--- src/rtl/score_update_ctrl.sv ---
// rtl/score_update_ctrl.sv - BCD score / miss counter sequencer with frame-committed display word
//
// Purpose:
//   Owns the 3-digit BCD score and the miss counter that feed the score overlay.
//   Game-logic hits are queued and applied one digit per cycle by a small carry
//   FSM. Misses bump a saturating counter. CPU writes load or clear everything.
//   A display word is published only on the frame tick, and only while the FSM
//   is idle, so the overlay never shows a partially carried score.
//
// Ports:
//   clk          system clock, all logic on posedge
//   res          synchronous active-high reset
//   hit, miss    1-cycle tile event pulses
//   write_en0    register write strobe
//   right_addr   address decode for this block
//   pwdata       write data: [31] clear-all, [11:0] BCD score load value
//   animate      1-cycle frame tick
//   disp_word    {ovf, drop, game_over, 5'd0, miss_cnt, 4'd0, score_bcd}, frame-committed
//   score_bcd    live BCD score {d2, d1, d0}
//   miss_cnt     live miss count, saturating at MAX_MISS
//   pend_cnt     queued hits not yet applied
//   busy         carry FSM is not idle
//   game_over    miss_cnt has reached MAX_MISS
module score_update_ctrl #(
    parameter int PEND_W   = 4,
    parameter int MAX_MISS = 3
) (
    input  logic              clk,
    input  logic              res,
    input  logic              hit,
    input  logic              miss,
    input  logic              write_en0,
    input  logic              right_addr,
    input  logic [31:0]       pwdata,
    input  logic              animate,
    output logic [31:0]       disp_word,
    output logic [11:0]       score_bcd,
    output logic [7:0]        miss_cnt,
    output logic [PEND_W-1:0] pend_cnt,
    output logic              busy,
    output logic              game_over
);

    typedef enum logic [1:0] {
        IDLE = 2'd0,
        INC0 = 2'd1,
        INC1 = 2'd2,
        INC2 = 2'd3
    } state_t;

    localparam logic [PEND_W-1:0] PEND_ONE = PEND_W'(1);
    localparam logic [7:0]        MISS_MAX = 8'(MAX_MISS);

    state_t state;
    logic   ovf;
    logic   drop;

    logic cpu_wr;
    logic hit_ok;
    logic miss_ok;
    logic deq;
    logic pend_full;
    logic at_max;

    assign cpu_wr    = write_en0 & right_addr;
    assign game_over = (miss_cnt == MISS_MAX);
    assign busy      = (state != IDLE);
    assign hit_ok    = hit & ~game_over;
    assign miss_ok   = miss & ~game_over;
    assign deq       = (state == IDLE) && (pend_cnt != '0);
    assign pend_full = &pend_cnt;
    assign at_max    = (score_bcd == 12'h999);

    function automatic logic [3:0] clamp9(input logic [3:0] n);
        return (n > 4'd9) ? 4'd9 : n;
    endfunction

    always_ff @(posedge clk) begin
        if (res) begin
            state     <= IDLE;
            score_bcd <= '0;
            miss_cnt  <= '0;
            pend_cnt  <= '0;
            ovf       <= 1'b0;
            drop      <= 1'b0;
            disp_word <= '0;
        end else begin
            // Commit samples the pre-update values, including on a coincident cpu write.
            if (animate && state == IDLE) begin
                disp_word <= {ovf, drop, game_over, 5'd0, miss_cnt, 4'd0, score_bcd};
            end

            if (cpu_wr) begin
                state    <= IDLE;
                pend_cnt <= '0;
                ovf      <= 1'b0;
                drop     <= 1'b0;
                if (pwdata[31]) begin
                    score_bcd <= '0;
                    miss_cnt  <= '0;
                end else begin
                    score_bcd <= {clamp9(pwdata[11:8]), clamp9(pwdata[7:4]), clamp9(pwdata[3:0])};
                end
            end else begin
                // game_over being low guarantees miss_cnt < MAX_MISS here.
                if (miss_ok) begin
                    miss_cnt <= miss_cnt + 8'd1;
                end

                // A hit coinciding with a dequeue is accepted even when full: net zero.
                if (hit_ok && !deq) begin
                    if (pend_full) begin
                        drop <= 1'b1;
                    end else begin
                        pend_cnt <= pend_cnt + PEND_ONE;
                    end
                end else if (!hit_ok && deq) begin
                    pend_cnt <= pend_cnt - PEND_ONE;
                end

                case (state)
                    IDLE: begin
                        if (deq) begin
                            if (at_max) begin
                                ovf <= 1'b1;
                            end else begin
                                state <= INC0;
                            end
                        end
                    end
                    INC0: begin
                        if (score_bcd[3:0] == 4'd9) begin
                            score_bcd[3:0] <= 4'd0;
                            state          <= INC1;
                        end else begin
                            score_bcd[3:0] <= score_bcd[3:0] + 4'd1;
                            state          <= IDLE;
                        end
                    end
                    INC1: begin
                        if (score_bcd[7:4] == 4'd9) begin
                            score_bcd[7:4] <= 4'd0;
                            state          <= INC2;
                        end else begin
                            score_bcd[7:4] <= score_bcd[7:4] + 4'd1;
                            state          <= IDLE;
                        end
                    end
                    default: begin
                        // d2 cannot be 9 here: 999 is caught before leaving IDLE.
                        score_bcd[11:8] <= score_bcd[11:8] + 4'd1;
                        state           <= IDLE;
                    end
                endcase
            end
        end
    end

endmodule
--- config.mk ---
export PLATFORM = sky130hd
export DESIGN_NAME = score_update_ctrl
export DESIGN_NICKNAME = d
export VERILOG_FILES = /design/src/rtl/score_update_ctrl.sv
export SDC_FILE = /design/constraint.sdc
export NUM_CORES = 1
export LEC_CHECK = 0
export BUFFER_PORTS_ARGS = -buffer_cell sky130_fd_sc_hd__buf_4
export CORE_ASPECT_RATIO = 1.25
export CORE_MARGIN = 2
export CORE_UTILIZATION = 44
export CTS_CLUSTER_DIAMETER = 40
export DETAILED_ROUTE_END_ITERATION = 8
export PLACE_DENSITY = 0.79
export SLEW_MARGIN = 10
export SYNTH_ARGS = -nofsm -noshare
export SYNTH_HDL_FRONTEND = slang
export SYNTH_SLANG_ARGS = --single-unit
--- constraint.sdc ---
create_clock -name clk -period 2.15 [get_ports clk]
set_input_delay 0.43 -clock clk [delete_from_list [all_inputs] [get_ports clk]]
set_output_delay 0.43 -clock clk [all_outputs]
set_load 0.02 [all_outputs]
==> run_results.csv <==
group,metric,value,unit
status,status,"completed",
flow_run,maxCapViolCount,0,
grt,grt.total_usage,20.0,%
timing,worst_slew_pin_slew,0.773,ns
timing,fmax,487,MHz
yosys,synth-compound-area-share,16.2,%
clocking,h-tree-depth,2,
routing,routed-via-count,2394,
clocking,path_clk_slew,0.09,ns
yosys,synth_edf_count,0,
floorplanning,core,0.00544,mm²
floorplanning,rows,30,
place,hpwl,4740,µm
clocking,cts_root_buffer,"clkbuf_8",
grt,grt_first_pass_wirelength,10200,µm
layout,diodes,0,
clocking,clock_sinks,51,
routing,drtIter0Drc,97,
grt,overflow,0,
clocking,ctsLongestPathBuffers,2,
yosys,ys_ff_latch,51,
grt,grt_pass1_vias,2285,
worst_setup_path,critical_path_class,"reg -> out",
grt,grt_use_met1,22.9,%
timing,period_minus_slack,2.05,ns
routing,post-route-drc-count,0,
routing,routedWlPerCell,14.0,µm
layout,multiInputGateArea,0.00140,mm²
routing,wl,6350,µm
layout,nNetsFinal,435,
timing,slew_headroom,48.3,%
yosys,ys.flop_type,"dfxtp_1",
worst_setup_path,arrival,1.62,ns
timing,final-setup-viol-count,0,
clocking,cts_hold_buf,0,
worst_setup_path,cp-end-kind,"primary output",
routing,detail-route-antenna-nets,0,
worst_setup_path,startpoint_type,"flip-flop",
worst_setup_path,worstPathRequired,1.72,ns
timing,tns,0,ns
timing,finalHoldViolations,0,
timing,min_period_over_period,95.6,%
worst_setup_path,path_max_fanout,5,
yosys,synth_xor_area_share,4.59,%
routing,via_per_inst,5.27,
yosys,synthMuxAreaShare,2.67,%
place,dp_cells,445,
timing,slew_viol_final,0,
routing,first_pass_iters,4,
yosys,async_reset_ff_share,0,%
layout,drive_above_1_share,29.2,%
clocking,insertion_delay,0.30,ns
layout,fillCellCount,486,
floorplanning,fp.dieW,71.2,µm
yosys,yosys.area_share.simple,25.7,%
floorplanning,die_h,88.0,µm
yosys,yosys_warnings,0,
power,totalPowerFinal,0.00289,W
yosys,synth_top_family_by_area,"simple AND/OR/NAND/NOR gates",
grt,antenna_found_initial,0,
min_path,hold_path.class,"in -> reg",
floorplanning,initial_utilization,45.6,%
power,ir_drop,434,µV
clocking,numCtsBuffers,5,
floorplanning,io_pins,97,
grt,use_met3,3.68,%
power,power.density,876,mW/mm²
layout,seqCellArea,0.00103,mm²
grt,grt-busiest-layer,"met2",
yosys,post_synth_instance_area,0.00248,mm²
layout,syn2layout_area_growth,32.7,%
clocking,cts_tree,"yes",
power,cellLeakagePower,1.35,nW
grt,grt_max_degree,28,
yosys,synthCells,311,
grt,grtUsageMet2,37.6,%
yosys,synth-adder-area-share,3.33,%
floorplanning,die-area,0.00626,mm²
yosys,ys_seq_area_share,41.1,%
yosys,postSynthAreaPerCell,7.98,µm²
place,io_buffers,68,
timing,skew,0.00523,ns
yosys,yosys.cell_types.count,47,
timing,whs,0.378,ns
layout,fin_cells,454,
place,gp_congestion,0.951,
## cell usage after synthesis (all sizes together), types with 2 or more instances
| library cell | count | area (µm²) |
|---|---|---|
| mux2 | 3 | 33.8 |
| nand3b | 2 | 15.0 |
| inv | 10 | 37.5 |
| nor3b | 2 | 20.0 |
| nor4b | 2 | 32.5 |
| a22oi | 6 | 45.0 |
| and3 | 2 | 12.5 |
| and2 | 2 | 12.5 |
| mux2i | 2 | 32.5 |
| o21ai | 9 | 45.0 |
| nand3 | 10 | 50.1 |
| a211oi | 6 | 45.0 |
| nand4 | 2 | 12.5 |
| nor2 | 24 | 92.6 |
| xor2 | 4 | 35.0 |
| dfxtp | 51 | 1020 |
| ha | 5 | 62.6 |
| xnor2 | 9 | 78.8 |
| buf | 11 | 77.6 |
| nor3 | 9 | 45.0 |
| clkbuf | 11 | 41.3 |
| nand2 | 67 | 251 |
| nor2b | 2 | 12.5 |
| a21oi | 41 | 205 |
| nand2b | 3 | 18.8 |
## sequential cells by signal (all words and copies together) (netlist names)
register	flops
state	2
miss_cnt	8
disp_word	23
ovf	1
drop	1
score_bcd	12
pend_cnt	4
## cells in the final DEF, fill, tap and decap left out, types with 2 or more instances in the layout
master and instances:
nand2b_1 3, nor2b_1 2, nand2_1 65, ha_1 3, xnor2_1 9, nand3_1 10
and2_1 2, nand2_2 2, ha_4 2, a211oi_1 6, nand4_1 2, o21ai_0 8
nor3_1 7, mux2_2 3, buf_4 86, dfxtp_1 49, conb_1 9, xor2_1 4
and3_1 2, nand3b_1 2, a22oi_1 6, inv_1 10, clkbuf_8 5, nor2_2 2
a21oi_1 40, nor2_1 22
## stage by stage
step / area [µm²] / utilization (%) / setup slack, ns
3_3_place_gp: 3130 / 57.6 / 0.145
3_5_place_dp: 3130 / 57.6 / 0.0743
4_1_cts: 3240 / 59.5 / 0.0545
6_report: 3290 / 60.5 / 0.0950
5_1_grt: 3290 / 60.5 / -0.0211
2_1_floorplan: 2540 / - / 0.0143
## cell type report
cell class | count | share of cell area (%)
flip-flops and latches | 51 | 31.1
multi-input cells | 236 | 42.5
inverters | 10 | 1.14
clock inverters | 2 | 1.14
well taps | 64 | 2.43
repair buffers | 86 | 19.6
clock buffers | 5 | 2.09
## cell families (layout without fill, tap and decap cells)
family / Yosys count / after routing
AO/OA/AOI/OAI: 69 / 69
XOR/XNOR: 13 / 13
adder cells (fa/ha/maj): 6 / 6
buffers and inverters: 32 / 103
flip-flops: 51 / 51
multiplexers: 5 / 5
other: 1 / 9
AND/OR/NAND/NOR: 134 / 134
## timing repair
| item | in CTS | in global routing |
|---|---|---|
| resized for setup | 0 | 8 |
| buffers inserted | 0 | 2 |
| endpoints found under the setup margin | 0 | 1 |
## worst max-delay path, stage by stage, from the launching register on
cell     delay, ns
dfxtp_2       0.39
ha_4          0.15
nor4b_4       0.24
buf_4         0.16
buf_4         0.10
and2_1        0.15
buf_4         0.15
## per-layer routing
| layer | routed length, µm | vias up | share of wire [%] |
|---|---|---|---|
| met2 | 3310 | 79 | 52 |
| li1 | - | 1195 | - |
| met1 | 2560 | 1111 | 40 |
| met4 | 95 | 0 | 1.5 |
| met5 | 0 | - | 0 |
| met3 | 389 | 9 | 6.1 |
## report_power, final
part	switching, W	internal [W]	leakage, nW	total (W)
combinational	0.000605	0.000526	0.881	0.00113
sequential	0.0000924	0.00101	0.414	0.00110
clock	0.000313	0.000340	0.0502	0.000653
## worst paths after layout
| path | startpoint | end | slack (ns) | cells past startpoint |
|---|---|---|---|---|
| setup / recovery | miss_cnt[1]$_SDFFE_PP0P_ | game_over | 0.1 | 6 |
| hold / removal | pwdata[5] | score_bcd[5]$_SDFFE_PP0P_ | 0.38 | 3 |
| setup reg to reg | pend_cnt[0]$_SDFFE_PP0P_ | pend_cnt[3]$_SDFFE_PP0P_ | 0.12 | 9 |
| hold reg to reg | drop$_SDFFE_PP0P_ | drop$_SDFFE_PP0P_ | 0.46 | 2 |
Note: power is estimated with default switching activity, not from simulation.
